<file path="src/rtl/sync_fifo_ctrl.sv">
// sync_fifo_ctrl -- single-clock FIFO controller with registered status flags.
//
// Parameters
//   DATA_W     data word width
//   DEPTH      storage words (power of two, >= 4)
//   AFULL_TH   almost_full asserts when data_count >= AFULL_TH
//   AEMPTY_TH  almost_empty asserts when data_count <= AEMPTY_TH
//
// Ports
//   sys_clk       clock, rising edge
//   sys_rst_n     synchronous active-low reset
//   wr_en, din    write request and data
//   rd_en         read request
//   clr_err       clears overflow/underflow
//   dout          read data
//   full, empty, almost_full, almost_empty   registered status flags
//   data_count    words held
//   overflow, underflow                      sticky error flags
//
// Build option
//   SYNC_FIFO_FWFT_EN  first-word fall-through: the head word is prefetched
//                      into the dout register, which is part of data_count.
//                      Undefined (default) gives a standard 1-cycle-latency read.

module sync_fifo_ctrl #(
   parameter int DATA_W    = 8,
   parameter int DEPTH     = 256,
   parameter int AFULL_TH  = DEPTH - 4,
   parameter int AEMPTY_TH = 4
) (
   input  logic                       sys_clk,
   input  logic                       sys_rst_n,
   input  logic                       wr_en,
   input  logic [DATA_W-1:0]          din,
   input  logic                       rd_en,
   input  logic                       clr_err,
   output logic [DATA_W-1:0]          dout,
   output logic                       full,
   output logic                       empty,
   output logic                       almost_full,
   output logic                       almost_empty,
   output logic [$clog2(DEPTH):0]     data_count,
   output logic                       overflow,
   output logic                       underflow
);

   localparam int AW = $clog2(DEPTH);
   localparam int CW = AW + 1;

   logic [DATA_W-1:0] mem [DEPTH];
   logic [AW-1:0]     wr_ptr;
   logic [AW-1:0]     rd_ptr;
   logic [CW-1:0]     count_nxt;
   logic              rd_ok;
   logic              wr_ok;
   logic              mem_rd;
   logic              empty_nxt;
   logic              ovf_evt;
   logic              udf_evt;

`ifdef SYNC_FIFO_FWFT_EN
   // mem_cnt tracks the array only; data_count also includes the dout register.
   logic          out_valid;
   logic          out_valid_nxt;
   logic [CW-1:0] mem_cnt;
   logic [CW-1:0] mem_cnt_nxt;

   assign rd_ok         = rd_en && out_valid;
   // Refill the output register whenever it is (or is about to become) free.
   assign mem_rd        = (mem_cnt != '0) && (!out_valid || rd_ok);
   assign out_valid_nxt = mem_rd || (out_valid && !rd_ok);
   assign empty_nxt     = !out_valid_nxt;
   assign udf_evt       = rd_en && !out_valid;

   always_comb begin
      mem_cnt_nxt = mem_cnt;
      case ({wr_ok, mem_rd})
         2'b10:   mem_cnt_nxt = mem_cnt + CW'(1);
         2'b01:   mem_cnt_nxt = mem_cnt - CW'(1);
         default: mem_cnt_nxt = mem_cnt;
      endcase
   end

   always_ff @(posedge sys_clk) begin
      if (!sys_rst_n) begin
         out_valid <= 1'b0;
         mem_cnt   <= '0;
      end else begin
         out_valid <= out_valid_nxt;
         mem_cnt   <= mem_cnt_nxt;
      end
   end
`else
   assign rd_ok     = rd_en && !empty;
   assign mem_rd    = rd_ok;
   assign empty_nxt = (count_nxt == '0);
   assign udf_evt   = rd_en && empty;
`endif

   // A read on the same edge frees a slot, so a full FIFO still accepts a write.
   assign wr_ok   = wr_en && (!full || rd_ok);
   assign ovf_evt = wr_en && !wr_ok;

   always_comb begin
      count_nxt = data_count;
      case ({wr_ok, rd_ok})
         2'b10:   count_nxt = data_count + CW'(1);
         2'b01:   count_nxt = data_count - CW'(1);
         default: count_nxt = data_count;
      endcase
   end

   // Array has no reset; stale contents are unreachable once pointers clear.
   always_ff @(posedge sys_clk) begin
      if (sys_rst_n && wr_ok) begin
         mem[wr_ptr] <= din;
      end
   end

   always_ff @(posedge sys_clk) begin
      if (!sys_rst_n) begin
         wr_ptr       <= '0;
         rd_ptr       <= '0;
         data_count   <= '0;
         dout         <= '0;
         full         <= 1'b0;
         empty        <= 1'b1;
         almost_full  <= 1'b0;
         almost_empty <= 1'b1;
         overflow     <= 1'b0;
         underflow    <= 1'b0;
      end else begin
         if (wr_ok) begin
            wr_ptr <= wr_ptr + AW'(1);
         end
         if (mem_rd) begin
            dout   <= mem[rd_ptr];
            rd_ptr <= rd_ptr + AW'(1);
         end
         data_count   <= count_nxt;
         full         <= (count_nxt == CW'(DEPTH));
         empty        <= empty_nxt;
         almost_full  <= (count_nxt >= CW'(AFULL_TH));
         almost_empty <= (count_nxt <= CW'(AEMPTY_TH));
         // A new error on the clearing edge wins over clr_err.
         overflow     <= (overflow  && !clr_err) || ovf_evt;
         underflow    <= (underflow && !clr_err) || udf_evt;
      end
   end

endmodule

</file>
<file path="config.mk">
export PLATFORM = sky130hd
export DESIGN_NAME = sync_fifo_ctrl
export DESIGN_NICKNAME = d
export VERILOG_FILES = /design/src/rtl/sync_fifo_ctrl.sv
export SDC_FILE = /design/constraint.sdc
export NUM_CORES = 2
export LEC_CHECK = 0
export BUFFER_PORTS_ARGS = -buffer_cell sky130_fd_sc_hd__buf_2
export CORE_MARGIN = 2
export CORE_UTILIZATION = 45
export DETAILED_ROUTE_END_ITERATION = 12
export PLACE_DENSITY = 0.68
export SETUP_SLACK_MARGIN = 0.2
export SYNTH_ARGS = -nofsm -noshare
export SYNTH_HDL_FRONTEND = slang
export SYNTH_SLANG_ARGS = --single-unit
</file>
<file path="constraint.sdc">
create_clock -name sys_clk -period 3.9 [get_ports sys_clk]
set_input_delay 0.195 -clock sys_clk [delete_from_list [all_inputs] [get_ports sys_clk]]
set_output_delay 0.195 -clock sys_clk [all_outputs]
set_load 0.005 [all_outputs]
</file>
* Yosys cells after proc, flatten, opt, wreduce, memory -nomap -nowiden
Memory sizes are Yosys's and may differ from the RTL's. A register that Yosys moved wholly into a read port is not among the register bits. Index checks and enable logic that the tools add are counted.
Cells by class: mux-type cells 3, add/sub/neg operators 4, order comparisons 2, equality and inequality tests 3, reductions and logical operators 16
Operators by type and width (count):
- 9-bit one-hot mux with 2 select lines | 1
- 8-bit by 1-bit adder with 8-bit output, second input constant | 2
- 9-bit by 1-bit adder with 9-bit output, second input constant | 1
- 9-bit equality test, second input constant | 1
- 9-bit by 8-bit >= comparator with 1-bit output, second input constant | 1
- 9-bit by 3-bit <= comparator with 1-bit output, second input constant | 1
- 9-bit logical NOT | 1
- 9-bit by 1-bit subtractor with 9-bit output, second input constant | 1
- 1-bit logical AND | 7
- 1-bit logical NOT | 5
- 1-bit logical OR | 3
- 2-bit by 1-bit equality test with 1-bit output, second input constant | 1
- 2-bit equality test, second input constant | 1
- 1-bit two-way mux | 2
Storage, ports and cells: output and inout port bits 23, word-level logic and storage cells 38, bits in registers 31, RAM bits 2048, memories 1
Memories:
- mem | depth 256, bits a word 8, rd ports 1, clocked after Yosys merged registers in 1, wr ports 1, RTL line 50 | logic [DATA_W-1:0] mem [DEPTH];

* Depth between registers and ports, before layout
word-level depth 7, mapped depth 16

* Worst setup path before layout
No wires, ideal clock.
path kind reg2reg, start point reg empty, end point reg almost_empty, path slack 0.587 ns, path buffers 2, required time 3.831 ns, period minus slack after synthesis 3.313 ns, arrival 3.244 ns, cell stages (with the launch flop) 17, cell sequence dfxtp_1 nand2b_1 nand2_1 and2_1 clkbuf_1 inv_1 ha_1 buf_2 xor2_1 ha_1 inv_1 o32a_1 a211oi_1 nor4_1 xor2_1 or4b_1 o21ai_1
Between the ends: word-level cells in the longest chain between the ends 7, elaborated cells on any way between the ends 8
Ends and longest elaborated chain:
- from (decl) | RTL line 39 | output logic empty,
- from (signal assigned) | RTL line 142 | empty <= empty_nxt;
- 1-bit logical NOT * | RTL line 94 | assign rd_ok = rd_en && !empty;
- 1-bit logical AND * | RTL line 94
- 1-bit logical OR | RTL line 101 | assign wr_ok = wr_en && (!full || rd_ok);
- 1-bit logical AND | RTL line 101
- 2-bit by 1-bit equality test with 1-bit output or 2-bit equality test (tied branches) | RTL line 106 | case ({wr_ok, rd_ok})
- 9-bit one-hot mux with 2 select lines * | RTL line 106
- 9-bit by 3-bit <= comparator with 1-bit output * | RTL line 144 | almost_empty <= (count_nxt <= CW'(AEMPTY_TH));
- to (signal assigned) | RTL line 144
- to (decl) | RTL line 41 | output logic almost_empty,
Mark *: on every way between the ends. The rest lies on a longest branch, timed or not. A chain may end at the register's enable or synchronous reset.

==> out/results.ini <==
[route]
wl_per_cell_um = 29.3
via_per_inst = 6.07
route.detailed.drc = 0
detail-route-antenna-nets = 0
drtIter0Drc = 5698
wirelength_mm = 203
vias = 42100
dr.pass1.iters = 6

[synth]
synth_cells = 4104
ys_types = 69
synth_edf_count = 2048
synthArstFlopShare_pct = 0
netlist_area_mm2 = 0.0821
synth_warnings = 0
ys.flop_type = edfxtp_1
syn_avg_cell_area_um2 = 20.0
synth.yosys.seq_area_share_pct = 75.9
synth-seq-cells = 2087
syn-num-nets = 4125

[clock_tree]
post_cts_buffers = 0
clk-insertion-delay-late_ns = 0.84
cts-root-buf = clkbuf_16
path_clk_slew_ns = 0.06
cts_tree = built
postCtsHoldBufs = 12
clockBufferDepth = 3
cts_resized = 0
cts_buffers = 195
htree_levels = 4
clock-sinks = 2087

[cells_and_area]
drive_gt1_share_pct = 23.8
area_growth_pct = 13.1
instances_no_fill = 6927
mostFrequentLayoutCells = edfxtp_1, mux4_2, nor2_1
final_common_cell = edfxtp_1
n_fill_cell = 14000
nNetsFinal = 4417

[worst_setup_path]
r2r_slack_ns = 0.32
r2r_start = rd_ptr[0]
arrival_ns = 4.28
worstSetupStartpointType = flip-flop
worstPathMaxFanout = 29
endpoint_kind = flip-flop
required_ns = 4.60
worstSetupPathType = flip-flop to flip-flop
worstReg2RegEnd = dout[3]
r2r_cells = 8

[timing]
setup-violations-final = 0
rsz0062_at_grt = false
fin_crit_sh_pct = 91.8
whs_ns = -0.000539
timing.final.ws_setup_ns = 0.319
layout_min_cycle_time_ns = 3.58
tns_ns = 0
fmax_ghz = 0.279
worst-slew-pin-transition_ns = 1.11
finClkSkew_ns = 0.0394
slew_violations = 0
slew-limit-headroom_pct = 25.9
finalHoldViolations = 1

[run_status]
outcome = complete, but fails checks
failed_checks = hold timing

[place]
numPortBuffers = 35
dp_hpwl_mm = 124
gp_congestion = 0.884
dp.cells = 6557
dp_slack_ns = 0.393

[floorplan]
fp-row-count = 156
die-area_mm2 = 0.186
initial_core_util_pct = 45.4
coreArea_mm2 = 0.181
dieHeight_um = 431
ios = 36
dieWidth_um = 431

[power_and_ir_drop]
power_frac_seq_pct = 52.3
ir_worst_vdd_v = 0.000432
swShare_pct = 22.0
leakagePower_nw = 28.4
internal_power_w = 0.0369
power.share.combinational_pct = 8.3
pwr-share-clk_pct = 39.4
p_sw_w = 0.0104
powerDensity_mw_per_mm2 = 510

[grt]
grt.overflow.total = 0
grt_pass1_vias = 41500
antenna_found_initial = 6
grt_max_degree = 150
grt_pass1_wl_mm = 294
grt_usage_pct = 21.8

[hold_path]
hold_depth = 1
holdCritPathClass = input port to flip-flop
hp-start = din[2]
hold_end = mem[128][2]

[flow_run]
cap_violations = 0

==> registers in the layout (all words and copies together) (netlist names), 8 cells and up <==
signal and flops:
mem 2048, rd_ptr 8, wr_ptr 8, dout 8, data_count 9
==> cells in the mapped netlist, types with 21 or more instances <==
master / n / share of area, %
edfxtp_1: 2048 / 75
mux4_2: 422 / 12
nor2_1: 307 / 1.4
mux2i_1: 236 / 2.9
nand2_1: 137 / 0.63
clkbuf_1: 110 / 0.50
o221ai_1: 101 / 1.1
a21oi_1: 74 / 0.45
o22ai_1: 68 / 0.52
buf_2: 62 / 0.38
nand3_1: 62 / 0.38
o21ai_0: 42 / 0.26
dfxtp_1: 39 / 0.95
buf_6: 37 / 0.51
and2_1: 29 / 0.22
buf_4: 29 / 0.27
nor3_1: 25 / 0.15
nor2b_1: 21 / 0.16
==> final cells by class <==
cell class / instances / area, um^2 / area share (%)
diodes: 2 / 5.00 / 0.00539
clock inverters: 103 / 908 / 0.979
multi-input cells: 1746 / 18200 / 19.7
clock buffers: 253 / 5310 / 5.72
inverters: 13 / 56.3 / 0.0607
repair buffers: 353 / 3020 / 3.25
flip-flops and latches: 2087 / 62300 / 67.1
well taps: 2370 / 2970 / 3.20
==> cells by family (layout without fill, tap and decap cells) <==
group           count (synthesis)  after routing  synth area share [%]
flops                        2087           2087                  75.9
mux                           679            679                  15.0
simple gates                  664            664                  3.66
compound gates                375            375                  3.16
buf+inv                       271            722                  1.91
xor+xnor                       20             20                 0.213
fa+ha+maj                       8              8                 0.122
other cells                     0              2                     0
==> stage by stage <==
stage / total power, W / hold slack [ns] / util (%) / cell area, um^2
6_report: 0.0473 / -0.000539 / 51.3 / 92800
5_1_grt: 0.0486 / 0.0450 / 51.3 / 92800
4_1_cts: 0.0475 / 0.0687 / 51.3 / 92800
3_5_place_dp: 0.0292 / 0.458 / 47.8 / 86500
3_3_place_gp: 0.0291 / 0.444 / 47.8 / 86500
2_1_floorplan: 0.0279 / 0.294 / - / 82100
==> how the worst max path moves through the flow <==
stage                     slack (ns)            to      start  cells past startpoint
final                           0.32       dout[3]  rd_ptr[0]                      8
after global routing            0.30       dout[3]  rd_ptr[0]                      8
after CTS                       0.38       dout[3]  rd_ptr[0]                      8
after detailed placement        0.39       dout[3]  rd_ptr[0]                      8
after global placement          0.41       dout[3]  rd_ptr[0]                      8
after floorplan                 0.59  almost_empty      empty                     16
==> worst max-delay path, cell delays in order, from the launching register on <==
cell and delay, ns:
dfxtp_4 0.60, buf_12 0.30, buf_4 0.20, mux4_2 0.51, mux4_2 0.54, nand3_1 0.17, o31ai_1 0.20, nor4_2 0.70
o221ai_1 0.18
==> power groups by stage <==
stage	registers, W	logic, W	clock network [W]
after floorplan	0.0252	0.00276	0
after global placement	0.0252	0.00390	0
after detailed placement	0.0252	0.00393	0
after CTS	0.0247	0.00396	0.0189
after global routing	0.0247	0.00415	0.0197
final	0.0247	0.00392	0.0186
==> per-layer routing <==
metal  vias to the layer above  track usage [%]  part of all wire [%]  routed length [um]
met5                         -                0                 0.015                  31
met4                         4             6.29                   2.7                5550
met3                       327             4.79                   9.9               20100
met2                      2237             34.7                    48               97400
met1                     22000             30.5                    39               79700
li1                      17500                -                     -                   -
(Power assumes the default switching activity.)
